`src/rtl/onewire_pkg.sv`:
```
// Shared definitions for the 1-Wire slave blocks: frame geometry, CRC8
// polynomial, FSM state encodings and the serial CRC8 step function.
package onewire_pkg;

    localparam int DATA_BITS  = 56;
    localparam int CRC_BITS   = 8;
    localparam int FRAME_BITS = 64;

    // Reflected form of x^8 + x^5 + x^4 + 1 (Dallas/Maxim CRC8).
    localparam logic [7:0] CRC_POLY_REFL = 8'h8C;

    typedef enum logic [2:0] {
        IDLE       = 3'd0,
        ARMED      = 3'd1,
        SLOT       = 3'd2,
        RECOVER    = 3'd3,
        PRES_WAIT  = 3'd4,
        PRES_DRIVE = 3'd5
    } ow_state_e;

    // One serial CRC8 step, data bit entering at the LSB side.
    function automatic logic [7:0] crc8_step(input logic [7:0] crc, input logic b);
        logic       fb;
        logic [7:0] nxt;
        fb  = crc[0] ^ b;
        nxt = {1'b0, crc[7:1]};
        if (fb) begin
            nxt = nxt ^ CRC_POLY_REFL;
        end else begin
            nxt = {1'b0, crc[7:1]};
        end
        return nxt;
    endfunction

    // Largest of three integers, used to size shared timers.
    function automatic int max3(input int a, input int b, input int c);
        int m;
        m = a;
        if (b > m) begin
            m = b;
        end else begin
            m = m;
        end
        if (c > m) begin
            m = c;
        end else begin
            m = m;
        end
        return m;
    endfunction

endpackage

```
`src/rtl/onewire_crc8.sv`:
```
// Serial Dallas/Maxim CRC8 register. One data bit per enabled cycle;
// clr has priority over en and returns the register to zero.
module onewire_crc8
    import onewire_pkg::*;
(
    input  logic                clk,
    input  logic                rst_n,
    input  logic                clr,
    input  logic                en,
    input  logic                bit_in,
    output logic [CRC_BITS-1:0] crc
);

    // CRC state: clear, advance by one bit, or hold.
    always_ff @(posedge clk or negedge rst_n) begin
        if (!rst_n) begin
            crc <= {CRC_BITS{1'b0}};
        end else if (clr) begin
            crc <= {CRC_BITS{1'b0}};
        end else if (en) begin
            crc <= crc8_step(crc, bit_in);
        end else begin
            crc <= crc;
        end
    end

endmodule

```
`src/rtl/onewire_slave_tx.sv`:
```
// Slave-side 1-Wire transmitter: answers 64 master read slots with a 56-bit
// payload (LSB first) followed by its CRC8. A 0 bit is sent by holding the
// line low for T_HOLD cycles after the master's falling edge.
// A bus-reset low (T_RSTL cycles) aborts the frame and re-arms it from bit 0.
// Optional: define ONEWIRE_PRESENCE_EN to emit a presence pulse after a reset.
module onewire_slave_tx
    import onewire_pkg::*;
#(
    parameter int T_HOLD = 15,
    parameter int T_RSTL = 120,
    parameter int T_PDH  = 15,
    parameter int T_PDL  = 60
) (
    input  logic                 clk,
    input  logic                 reset,
    input  logic [DATA_BITS-1:0] i_tx_data,
    input  logic                 i_tx_start,
    input  logic                 i_line,
    output logic                 o_drive_low,
    output logic                 o_busy,
    output logic                 o_done,
    output logic [CRC_BITS-1:0]  o_crc
);

    localparam int CNT_W = $clog2(FRAME_BITS);
    localparam int IDX_W = $clog2(CRC_BITS);
    localparam int LOW_W = $clog2(T_RSTL + 1);
    localparam int TMR_W = $clog2(max3(T_HOLD, T_PDH, T_PDL) + 1);

    localparam logic [LOW_W-1:0] RSTL_C      = LOW_W'(T_RSTL);
    localparam logic [TMR_W-1:0] HOLD_LAST_C = TMR_W'(T_HOLD - 1);
    localparam logic [CNT_W-1:0] DATA_END_C  = CNT_W'(DATA_BITS);
    localparam logic [CNT_W-1:0] LAST_BIT_C  = CNT_W'(FRAME_BITS - 1);
`ifdef ONEWIRE_PRESENCE_EN
    localparam logic [TMR_W-1:0] PDH_LAST_C  = TMR_W'(T_PDH - 1);
    localparam logic [TMR_W-1:0] PDL_LAST_C  = TMR_W'(T_PDL - 1);
`endif

    // Line synchronizer and edge detection
    logic sync1_r;
    logic line_s_r;
    logic line_prev_r;
    logic fall_s;

    // FSM and datapath state
    ow_state_e            state_r,   state_nxt_s;
    logic [CNT_W-1:0]     bit_cnt_r, bit_cnt_nxt_s;
    logic [DATA_BITS-1:0] shreg_r,   shreg_nxt_s;
    logic [DATA_BITS-1:0] payload_r, payload_nxt_s;
    logic [TMR_W-1:0]     tmr_r,     tmr_nxt_s;
    logic [LOW_W-1:0]     low_cnt_r, low_cnt_nxt_s;
    logic                 drive_r,   drive_nxt_s;
    logic                 busy_r,    busy_nxt_s;
    logic                 done_r,    done_nxt_s;

    // CRC interface
    logic                 crc_clr_s;
    logic                 crc_en_s;
    logic                 crc_bit_s;
    logic [CRC_BITS-1:0]  crc_s;

    logic                 cur_bit_s;
    logic                 rst_hit_s;
    logic                 abort_s;

`ifdef ONEWIRE_PRESENCE_EN
    logic                 rst_pend_r, rst_pend_nxt_s;
    logic                 pres_go_s;
`endif

    // Two-flop synchronizer plus previous-sample flop; idle level is released (1).
    always_ff @(posedge clk or negedge reset) begin
        if (!reset) begin
            sync1_r     <= 1'b1;
            line_s_r    <= 1'b1;
            line_prev_r <= 1'b1;
        end else begin
            sync1_r     <= i_line;
            line_s_r    <= sync1_r;
            line_prev_r <= line_s_r;
        end
    end

    assign fall_s    = line_prev_r & ~line_s_r;
    assign rst_hit_s = (low_cnt_r == RSTL_C);
    assign abort_s   = rst_hit_s && (state_r != IDLE);

`ifdef ONEWIRE_PRESENCE_EN
    assign pres_go_s = rst_pend_r && line_s_r && ((state_r == IDLE) || (state_r == ARMED));

    // Remember a detected bus reset until the line is released again.
    always_comb begin
        rst_pend_nxt_s = rst_pend_r;
        if (pres_go_s) begin
            rst_pend_nxt_s = 1'b0;
        end else if (rst_hit_s && !line_s_r) begin
            rst_pend_nxt_s = 1'b1;
        end else begin
            rst_pend_nxt_s = rst_pend_r;
        end
    end
`endif

    // Bit for the current slot: payload bits first, then the frozen CRC LSB first.
    always_comb begin
        if (bit_cnt_r < DATA_END_C) begin
            cur_bit_s = shreg_r[0];
        end else begin
            cur_bit_s = crc_s[bit_cnt_r[IDX_W-1:0]];
        end
    end

    // Low-time counter; our own drive phases never count toward a bus reset.
    always_comb begin
        low_cnt_nxt_s = low_cnt_r;
        if (line_s_r) begin
            low_cnt_nxt_s = {LOW_W{1'b0}};
        end else if ((state_r == SLOT) || (state_r == PRES_DRIVE)) begin
            low_cnt_nxt_s = {LOW_W{1'b0}};
        end else if (rst_hit_s) begin
            low_cnt_nxt_s = low_cnt_r;
        end else begin
            low_cnt_nxt_s = low_cnt_r + LOW_W'(1);
        end
    end

    // Next-state and next-output logic for the transmit FSM.
    always_comb begin
        state_nxt_s   = state_r;
        bit_cnt_nxt_s = bit_cnt_r;
        shreg_nxt_s   = shreg_r;
        payload_nxt_s = payload_r;
        tmr_nxt_s     = tmr_r;
        drive_nxt_s   = drive_r;
        busy_nxt_s    = busy_r;
        done_nxt_s    = 1'b0;
        crc_clr_s     = 1'b0;
        crc_en_s      = 1'b0;
        crc_bit_s     = cur_bit_s;

`ifdef ONEWIRE_PRESENCE_EN
        if (pres_go_s) begin
            state_nxt_s = PRES_WAIT;
            tmr_nxt_s   = {TMR_W{1'b0}};
            drive_nxt_s = 1'b0;
        end else
`endif
        if (abort_s) begin
            // Bus reset seen mid-frame: restart the frame from bit 0.
            drive_nxt_s   = 1'b0;
            bit_cnt_nxt_s = {CNT_W{1'b0}};
            shreg_nxt_s   = payload_r;
            tmr_nxt_s     = {TMR_W{1'b0}};
            crc_clr_s     = 1'b1;
            state_nxt_s   = busy_r ? ARMED : IDLE;
        end else begin
            case (state_r)
                IDLE: begin
                    drive_nxt_s = 1'b0;
                    if (i_tx_start) begin
                        payload_nxt_s = i_tx_data;
                        shreg_nxt_s   = i_tx_data;
                        bit_cnt_nxt_s = {CNT_W{1'b0}};
                        crc_clr_s     = 1'b1;
                        busy_nxt_s    = 1'b1;
                        state_nxt_s   = ARMED;
                    end else begin
                        state_nxt_s   = IDLE;
                    end
                end
                ARMED: begin
                    if (fall_s) begin
                        crc_en_s    = (bit_cnt_r < DATA_END_C);
                        drive_nxt_s = ~cur_bit_s;
                        tmr_nxt_s   = {TMR_W{1'b0}};
                        state_nxt_s = SLOT;
                    end else begin
                        drive_nxt_s = 1'b0;
                    end
                end
                SLOT: begin
                    if (tmr_r == HOLD_LAST_C) begin
                        drive_nxt_s = 1'b0;
                        tmr_nxt_s   = {TMR_W{1'b0}};
                        state_nxt_s = RECOVER;
                    end else begin
                        tmr_nxt_s   = tmr_r + TMR_W'(1);
                    end
                end
                RECOVER: begin
                    if (line_s_r) begin
                        bit_cnt_nxt_s = bit_cnt_r + CNT_W'(1);
                        shreg_nxt_s   = {1'b0, shreg_r[DATA_BITS-1:1]};
                        if (bit_cnt_r == LAST_BIT_C) begin
                            done_nxt_s    = 1'b1;
                            busy_nxt_s    = 1'b0;
                            bit_cnt_nxt_s = {CNT_W{1'b0}};
                            state_nxt_s   = IDLE;
                        end else begin
                            state_nxt_s   = ARMED;
                        end
                    end else begin
                        state_nxt_s = RECOVER;
                    end
                end
`ifdef ONEWIRE_PRESENCE_EN
                PRES_WAIT: begin
                    if (tmr_r == PDH_LAST_C) begin
                        drive_nxt_s = 1'b1;
                        tmr_nxt_s   = {TMR_W{1'b0}};
                        state_nxt_s = PRES_DRIVE;
                    end else begin
                        drive_nxt_s = 1'b0;
                        tmr_nxt_s   = tmr_r + TMR_W'(1);
                    end
                end
                PRES_DRIVE: begin
                    if (tmr_r == PDL_LAST_C) begin
                        drive_nxt_s = 1'b0;
                        tmr_nxt_s   = {TMR_W{1'b0}};
                        state_nxt_s = busy_r ? ARMED : IDLE;
                    end else begin
                        drive_nxt_s = 1'b1;
                        tmr_nxt_s   = tmr_r + TMR_W'(1);
                    end
                end
`endif
                default: begin
                    drive_nxt_s = 1'b0;
                    busy_nxt_s  = 1'b0;
                    state_nxt_s = IDLE;
                end
            endcase
        end
    end

    // State and datapath registers; reset releases the line immediately.
    always_ff @(posedge clk or negedge reset) begin
        if (!reset) begin
            state_r   <= IDLE;
            bit_cnt_r <= {CNT_W{1'b0}};
            shreg_r   <= {DATA_BITS{1'b0}};
            payload_r <= {DATA_BITS{1'b0}};
            tmr_r     <= {TMR_W{1'b0}};
            low_cnt_r <= {LOW_W{1'b0}};
            drive_r   <= 1'b0;
            busy_r    <= 1'b0;
            done_r    <= 1'b0;
        end else begin
            state_r   <= state_nxt_s;
            bit_cnt_r <= bit_cnt_nxt_s;
            shreg_r   <= shreg_nxt_s;
            payload_r <= payload_nxt_s;
            tmr_r     <= tmr_nxt_s;
            low_cnt_r <= low_cnt_nxt_s;
            drive_r   <= drive_nxt_s;
            busy_r    <= busy_nxt_s;
            done_r    <= done_nxt_s;
        end
    end

`ifdef ONEWIRE_PRESENCE_EN
    // Pending-presence flag register.
    always_ff @(posedge clk or negedge reset) begin
        if (!reset) begin
            rst_pend_r <= 1'b0;
        end else begin
            rst_pend_r <= rst_pend_nxt_s;
        end
    end
`endif

    onewire_crc8 u_crc (
        .clk    (clk),
        .rst_n  (reset),
        .clr    (crc_clr_s),
        .en     (crc_en_s),
        .bit_in (crc_bit_s),
        .crc    (crc_s)
    );

    assign o_drive_low = drive_r;
    assign o_busy      = busy_r;
    assign o_done      = done_r;
    assign o_crc       = crc_s;

endmodule

```
`config.mk`:
```
export PLATFORM = sky130hd
export DESIGN_NAME = onewire_slave_tx
export DESIGN_NICKNAME = d
export VERILOG_FILES = /design/src/rtl/onewire_pkg.sv /design/src/rtl/onewire_crc8.sv /design/src/rtl/onewire_slave_tx.sv
export SDC_FILE = /design/constraint.sdc
export NUM_CORES = 1
export LEC_CHECK = 0
export CAP_MARGIN = 20
export CORE_UTILIZATION = 40
export DETAILED_ROUTE_END_ITERATION = 12
export GPL_TIMING_DRIVEN = 0
export PLACE_DENSITY = 0.61
export SLEW_MARGIN = 0
export SYNTH_ARGS = -nofsm -noshare
export SYNTH_HDL_FRONTEND = slang
export SYNTH_SLANG_ARGS = --single-unit
```
`constraint.sdc`:
```
create_clock -name clk -period 2.6 [get_ports clk]
set_clock_uncertainty 0.2 [all_clocks]
set_input_delay 0.52 -clock clk [delete_from_list [all_inputs] [get_ports clk]]
set_output_delay 0.52 -clock clk [all_outputs]
set_load 0.05 [all_outputs]
```
Word level (Yosys, flattened, before mapping)
Cells that the tools add are included.
{"block": "classes", "reduce_logical": 14, "add_sub_neg": 3, "eq_ne": 16, "bitwise": 7, "mux": 48, "n_lt_le_gt_ge": 2}
{"op": "$mux 56", "n": 3}
{"op": "$pmux 56 s2", "n": 1}
{"op": "$mux 6", "n": 7}
{"op": "$mux 8", "n": 3}
{"op": "$pmux 6 s2", "n": 2}
{"op": "$mux 1", "n": 21}
{"op": "$mux 7", "n": 3}
{"op": "$add 6x1->6 const B", "n": 2}
{"op": "$mux 3", "n": 4}
{"op": "$pmux 3 s4", "n": 1}
{"op": "$ne 3x3->1 const B", "n": 3}
{"op": "$reduce_bool 3->1", "n": 3}
{"op": "$ne 2x2->1 const B", "n": 4}
{"op": "$add 7x1->7 const B", "n": 1}
{"op": "$eq 7x7->1 const B", "n": 1}
{"op": "$eq 3x2->1 const B", "n": 2}
{"op": "$eq 6x4->1 const B", "n": 1}
{"op": "$eq 6x6->1 const B", "n": 1}
{"op": "$lt 6x6->1 const B", "n": 1}
{"op": "$ne 3x2->1 const B", "n": 2}
{"op": "$pmux 1 s3", "n": 2}
{"op": "$reduce_and 2->1", "n": 3}
{"op": "$reduce_and 3->1", "n": 2}
{"op": "$reduce_and 5->1", "n": 1}
{"op": "other kinds (13)", "n": 16}
{"block": "totals", "word_cells": 103, "input_bits": 60, "regBits": 148, "output_inout_bits": 11}

Logic depth before layout (Yosys ltp)
{"block": "depth", "depth_word": 7, "mapped_depth": 10}

Modules after synthesis
From an unflattened synthesis, not the netlist that was laid out.
{"block": "hier_totals", "hier_cells": 688, "hier_area_um2": 7119.3}
{"module": "onewire_slave_tx", "area_each_um2": 6746.5, "n_inst": 1, "cells_per_inst": 656, "seq_area_each_um2": 3482.1}
{"module": "onewire_crc8", "area_each_um2": 372.9, "n_inst": 1, "cells_per_inst": 32, "seq_area_each_um2": 200.2}

Worst setup path before layout
Ideal clock, no wire load.
{"block": "synth_timing", "path_type": "register to register", "from": "reg state_r[0]", "to": "reg state_r[0]", "synth_period_minus_slack_ps": 2413, "t_arrival_ps": 2117, "required_ps": 2305, "stages_incl_launch_ff": 9, "setup_slack_ps": 187, "path_cell_list": "dfrtp_1 > inv_1 > ha_1 > clkbuf_1 > nor4_1 > clkbuf_1 > clkbuf_1 > nand2_1 > o31ai_1"}
{"block": "synth_between", "elab_chain_cells": 4, "word_cells_on_any_way": 11}
{"element": "start: declaration", "line": "onewire_slave_tx.sv:46", "rtl": "ow_state_e state_r, state_nxt_s;"}
{"element": "start signal: assignment", "line": "onewire_slave_tx.sv:250", "rtl": "state_r <= state_nxt_s;"}
{"element": "$reduce_bool 3->1", "line": "onewire_slave_tx.sv:86", "rtl": "assign abort_s = rst_hit_s && (state_r != IDLE);"}
{"element": "$logic_and 1x1->1", "line": "onewire_slave_tx.sv:86"}
{"element": "$ne 3x2->1 (no source line) or $ne 3x3->1 (tied branches)"}
{"element": "$reduce_and 2->1 (no source line)"}
Several ways; a longest one is shown, not always the timed one.
A chain may end at the register's enable or synchronous reset.

Final worst setup path
{"block": "layout_timing", "from": "reg low_cnt_r[0]", "to": "reg tmr_r[3]"}
{"block": "layout_between", "elab_chain_cells": 4, "word_cells_on_any_way": 6}
{"element": "start: declaration", "line": "onewire_slave_tx.sv:51", "rtl": "logic [LOW_W-1:0] low_cnt_r, low_cnt_nxt_s;"}
{"element": "start signal: assignment", "line": "onewire_slave_tx.sv:245", "rtl": "low_cnt_r <= {LOW_W{1'b0}};"}
{"element": "start signal: assignment", "line": "onewire_slave_tx.sv:255", "rtl": "low_cnt_r <= low_cnt_nxt_s;"}
{"element": "$eq 7x7->1 (*)", "line": "onewire_slave_tx.sv:85", "rtl": "assign rst_hit_s = (low_cnt_r == RSTL_C);"}
{"element": "$logic_and 1x1->1 (*)", "line": "onewire_slave_tx.sv:86"}
{"element": "$ne 3x3->1 (no source line) or $reduce_bool 3->1 (tied branches)"}
{"element": "$reduce_and 2->1 (no source line)"}
{"element": "end signal: assignment", "line": "onewire_slave_tx.sv:244", "rtl": "tmr_r <= {TMR_W{1'b0}};"}
{"element": "end signal: assignment", "line": "onewire_slave_tx.sv:254", "rtl": "tmr_r <= tmr_nxt_s;"}
{"element": "end: declaration", "line": "onewire_slave_tx.sv:50", "rtl": "logic [TMR_W-1:0] tmr_r, tmr_nxt_s;"}
Every way passes the cells marked *; elsewhere a longest branch is shown, timed or not.

==> results.yml <==
synth:
  async_flop_share: 1.00
  synthFlopType: "dfrtp_1"
  yosys_warnings: 0
  synth_seq_area_share: 0.521
  synth_edf_count: 0
  syn_area_per_cell_um2: 10.2
  synth_top_area_share: 0.510
  syn_nets: 761
  yosys-top-cells-area: "dfrtp_1 51%, mux2_2 9.1%, mux2i_1 9.1%"
  syn-instance-count: 692
  synth_top_area_cell: "dfrtp_1"
  synth_common_cells: "144 x dfrtp_1, 81 x nor2_1, 73 x nand2_1"
  syn_area_mm2: 0.00707
  synth_most_common_cell: "dfrtp_1"
  synth_cell_type_count: 47
  ys_ff_latch: 147
floorplan:
  die_y_um: 135
  pin_count: 71
  core-area_mm2: 0.0173
  die_w_um: 135
  start_util: 0.409
  num_rows: 48
  dieArea_mm2: 0.0182
finish:
  final_cells: 1024
  antenna_cells: 0
  fill_cells: 1556
  drive_gt1_frac: 0.171
  layout.nets: 855
  fin_area_mm2: 0.00880
  syn_to_final_growth_pct: 24.4
timing:
  finalCritPeriodShare: 0.984
  drv_slew: 0
  timing.final.ws_setup_ns: 0.0423
  relSlewSlack: 0.460
  fmax_ghz: 0.391
  rsz0062_at_grt: "yes"
  worstMarginPinSlew_ns: 0.807
  setup_violations: 0
  timing.hold.ws_ns: 0.156
  final_hold_viol_count: 0
  post-route-min-period_ns: 2.56
routing:
  post-route-drc-count: 0
  wl_per_cell_um: 16.0
  firstDrtPassIters: 5
  drtAntennaViolNets: 0
  wirelength_um: 16300
  vias: 5406
  drt_iter0_drc: 281
  vias_per_cell: 5.28
place:
  preCtsSetupSlack_ns: -0.846
  hpwl_um: 11300
  port_buffers: 70
  placedCellCount: 988
  placed_area_mm2: 0.00809
  gp_congestion: 0.832
power:
  switching_share: 0.339
  peakVddDrop_mv: 0.574
  combPwrFrac: 0.344
  p_sw_uw: 3260
  leakage_uw: 0.00358
  p_int_uw: 6350
  power_frac_clock: 0.255
  seqPwrFrac: 0.402
  power.density_mw_per_mm2: 1090
critical_path:
  crit_slowest_cell: "or4b_4"
  crit_type: "flop to flop"
  cp_cell_sequence: "inv_2, ha_2, nand2_2, or4b_4, a211o_4, or3_4, o31ai_4"
  path_max_fanout: 6
  critPathCaptureType: "flop"
  cp-start-kind: "flop"
  cp.required_ns: 2.73
  arrival_ns: 2.69
  max_stage_delay_ns: 0.54
global_route:
  grt_pass1_wl_um: 27100
  grt.total_usage: 0.191
  grt_pass1_vias: 5473
  antenna_found_initial: 2
  grt_max_degree: 79
  grt_overflow_total: 0
hold_path:
  hold_path.class: "flop to flop"
clocking:
  path_clk_slew_ns: 0.06
  cts_sinks: 147
  cts-root-buf: "clkbuf_16"
  cts_tree: "yes"
  numCtsBuffers: 17
  clockBufferDepth: 2
  insertion_delay_ns: 0.43
  htree_levels: 4
run:
  max_cap_viol_count: 0
run_status:
  status: "complete, no violations"
-- final cells by class --
type / instances / area [um2] / share of cell area
buffer: 42 / 198 / 0.0225
clock buffer: 22 / 454 / 0.0516
clock inverter: 10 / 133 / 0.0151
inverter: 9 / 33.8 / 0.00384
multi-input combinational: 492 / 3240 / 0.368
sequential: 147 / 3680 / 0.419
tap: 225 / 282 / 0.0320
timing repair buffer: 77 / 777 / 0.0883
-- cells by family (layout without fill, tap and decap cells) --
logic type | after synthesis | in the layout | synth area share
buffers and inverters | 53 | 160 | 0.0283
muxes | 123 | 123 | 0.188
xor gates and xnor gates | 9 | 9 | 0.0111
DFF | 147 | 147 | 0.521
AOI/OAI and AO/OA | 155 | 155 | 0.117
adders and majority gates | 9 | 9 | 0.0159
and+or+nand+nor | 196 | 196 | 0.119
-- layer usage --
metal  wire (um)  track usage
met5           0            0
met4         331       0.0755
met3         724       0.0432
met2        8000        0.317
met1        7280        0.241
-- power groups by stage --
stage,logic [uW],registers (uW),clock network (uW)
floorplan,2310,3860,0
global placement,3120,3840,0
detailed placement,3250,3890,0
CTS,3290,3850,2500
global route,3700,3980,2580
finish,3300,3860,2450
-- worst max-delay path: cells and delay by family, from the launching register on --
kind / cells / cell delay [ns]
DFF: 1 / 0.41
AOI/OAI and AO/OA: 2 / 0.56
and+or+nand+nor: 3 / 1.03
buffers and inverters: 1 / 0.08
adders and majority gates: 1 / 0.19
-- stage by stage --
step / setup TNS, ns / util / power, uW
after floorplan: 0 / - / 6170
after global placement: -833.30 / 0.465 / 6960
after detailed placement: -53.96 / 0.468 / 7130
after CTS: -0.000846 / 0.504 / 9640
after global routing: -0.0351 / 0.509 / 10300
final: 0 / 0.509 / 9600
-- worst paths after layout --
check                                         start                  endpoint  slack, ns  depth (start not counted)
hold / removal                    sync1_r$_DFF_PN1_        line_s_r$_DFF_PN1_       0.16                          0
min in group asynchronous                     reset  bit_cnt_r[1]$_DFFE_PN0P_       0.50                          2
max in group asynchronous                     reset   shreg_r[26]$_DFFE_PN0P_       0.89                          3
hold reg to reg                   sync1_r$_DFF_PN1_        line_s_r$_DFF_PN1_       0.16                          0
setup / recovery           low_cnt_r[0]$_DFFE_PN0P_      tmr_r[3]$_DFFE_PN0P_       0.04                          7
setup reg to reg           low_cnt_r[0]$_DFFE_PN0P_      tmr_r[3]$_DFFE_PN0P_       0.04                          7
-- flip-flops by register name (all words and copies together) (netlist names) --
register     cells
line_s_r         1
o_drive_low      1
state_r          2
tmr_r            6
bit_cnt_r        6
o_done           1
shreg_r         56
sync1_r          1
line_prev_r      1
payload_r       56
o_busy           1
u_crc.crc        8
low_cnt_r        7
-- placed cells by master (no fill, tap or decap), types with 4 or more instances in the layout --
cell             count
o21ai_1             18
dfrtp_1            144
buf_1                4
ha_1                 7
clkinv_2             5
clkbuf_1            16
nor3_1               9
inv_1                8
clkbuf_2            17
nor2b_1              4
mux2i_1             64
a21oi_1             71
clkbuf_16           17
nor2_1              81
clkdlybuf4s50_1     69
o21ai_0             49
mux2_2              57
buf_2                6
buf_4                5
xor2_1               5
nand2_1             71
nand3_1              9
xnor2_1              4
-- timing repair --
action / in CTS / in global routing
gates resized for setup: 20 / 27
hold buffers: 1 / 0
setup buffers: 1 / 4
setup endpoints to repair: 77 / 75
pin swaps: 1 / 4
gates cloned: 0 / 0
hold endpoints to repair: 68 / 0
Note: power is estimated with default switching activity, not from simulation.
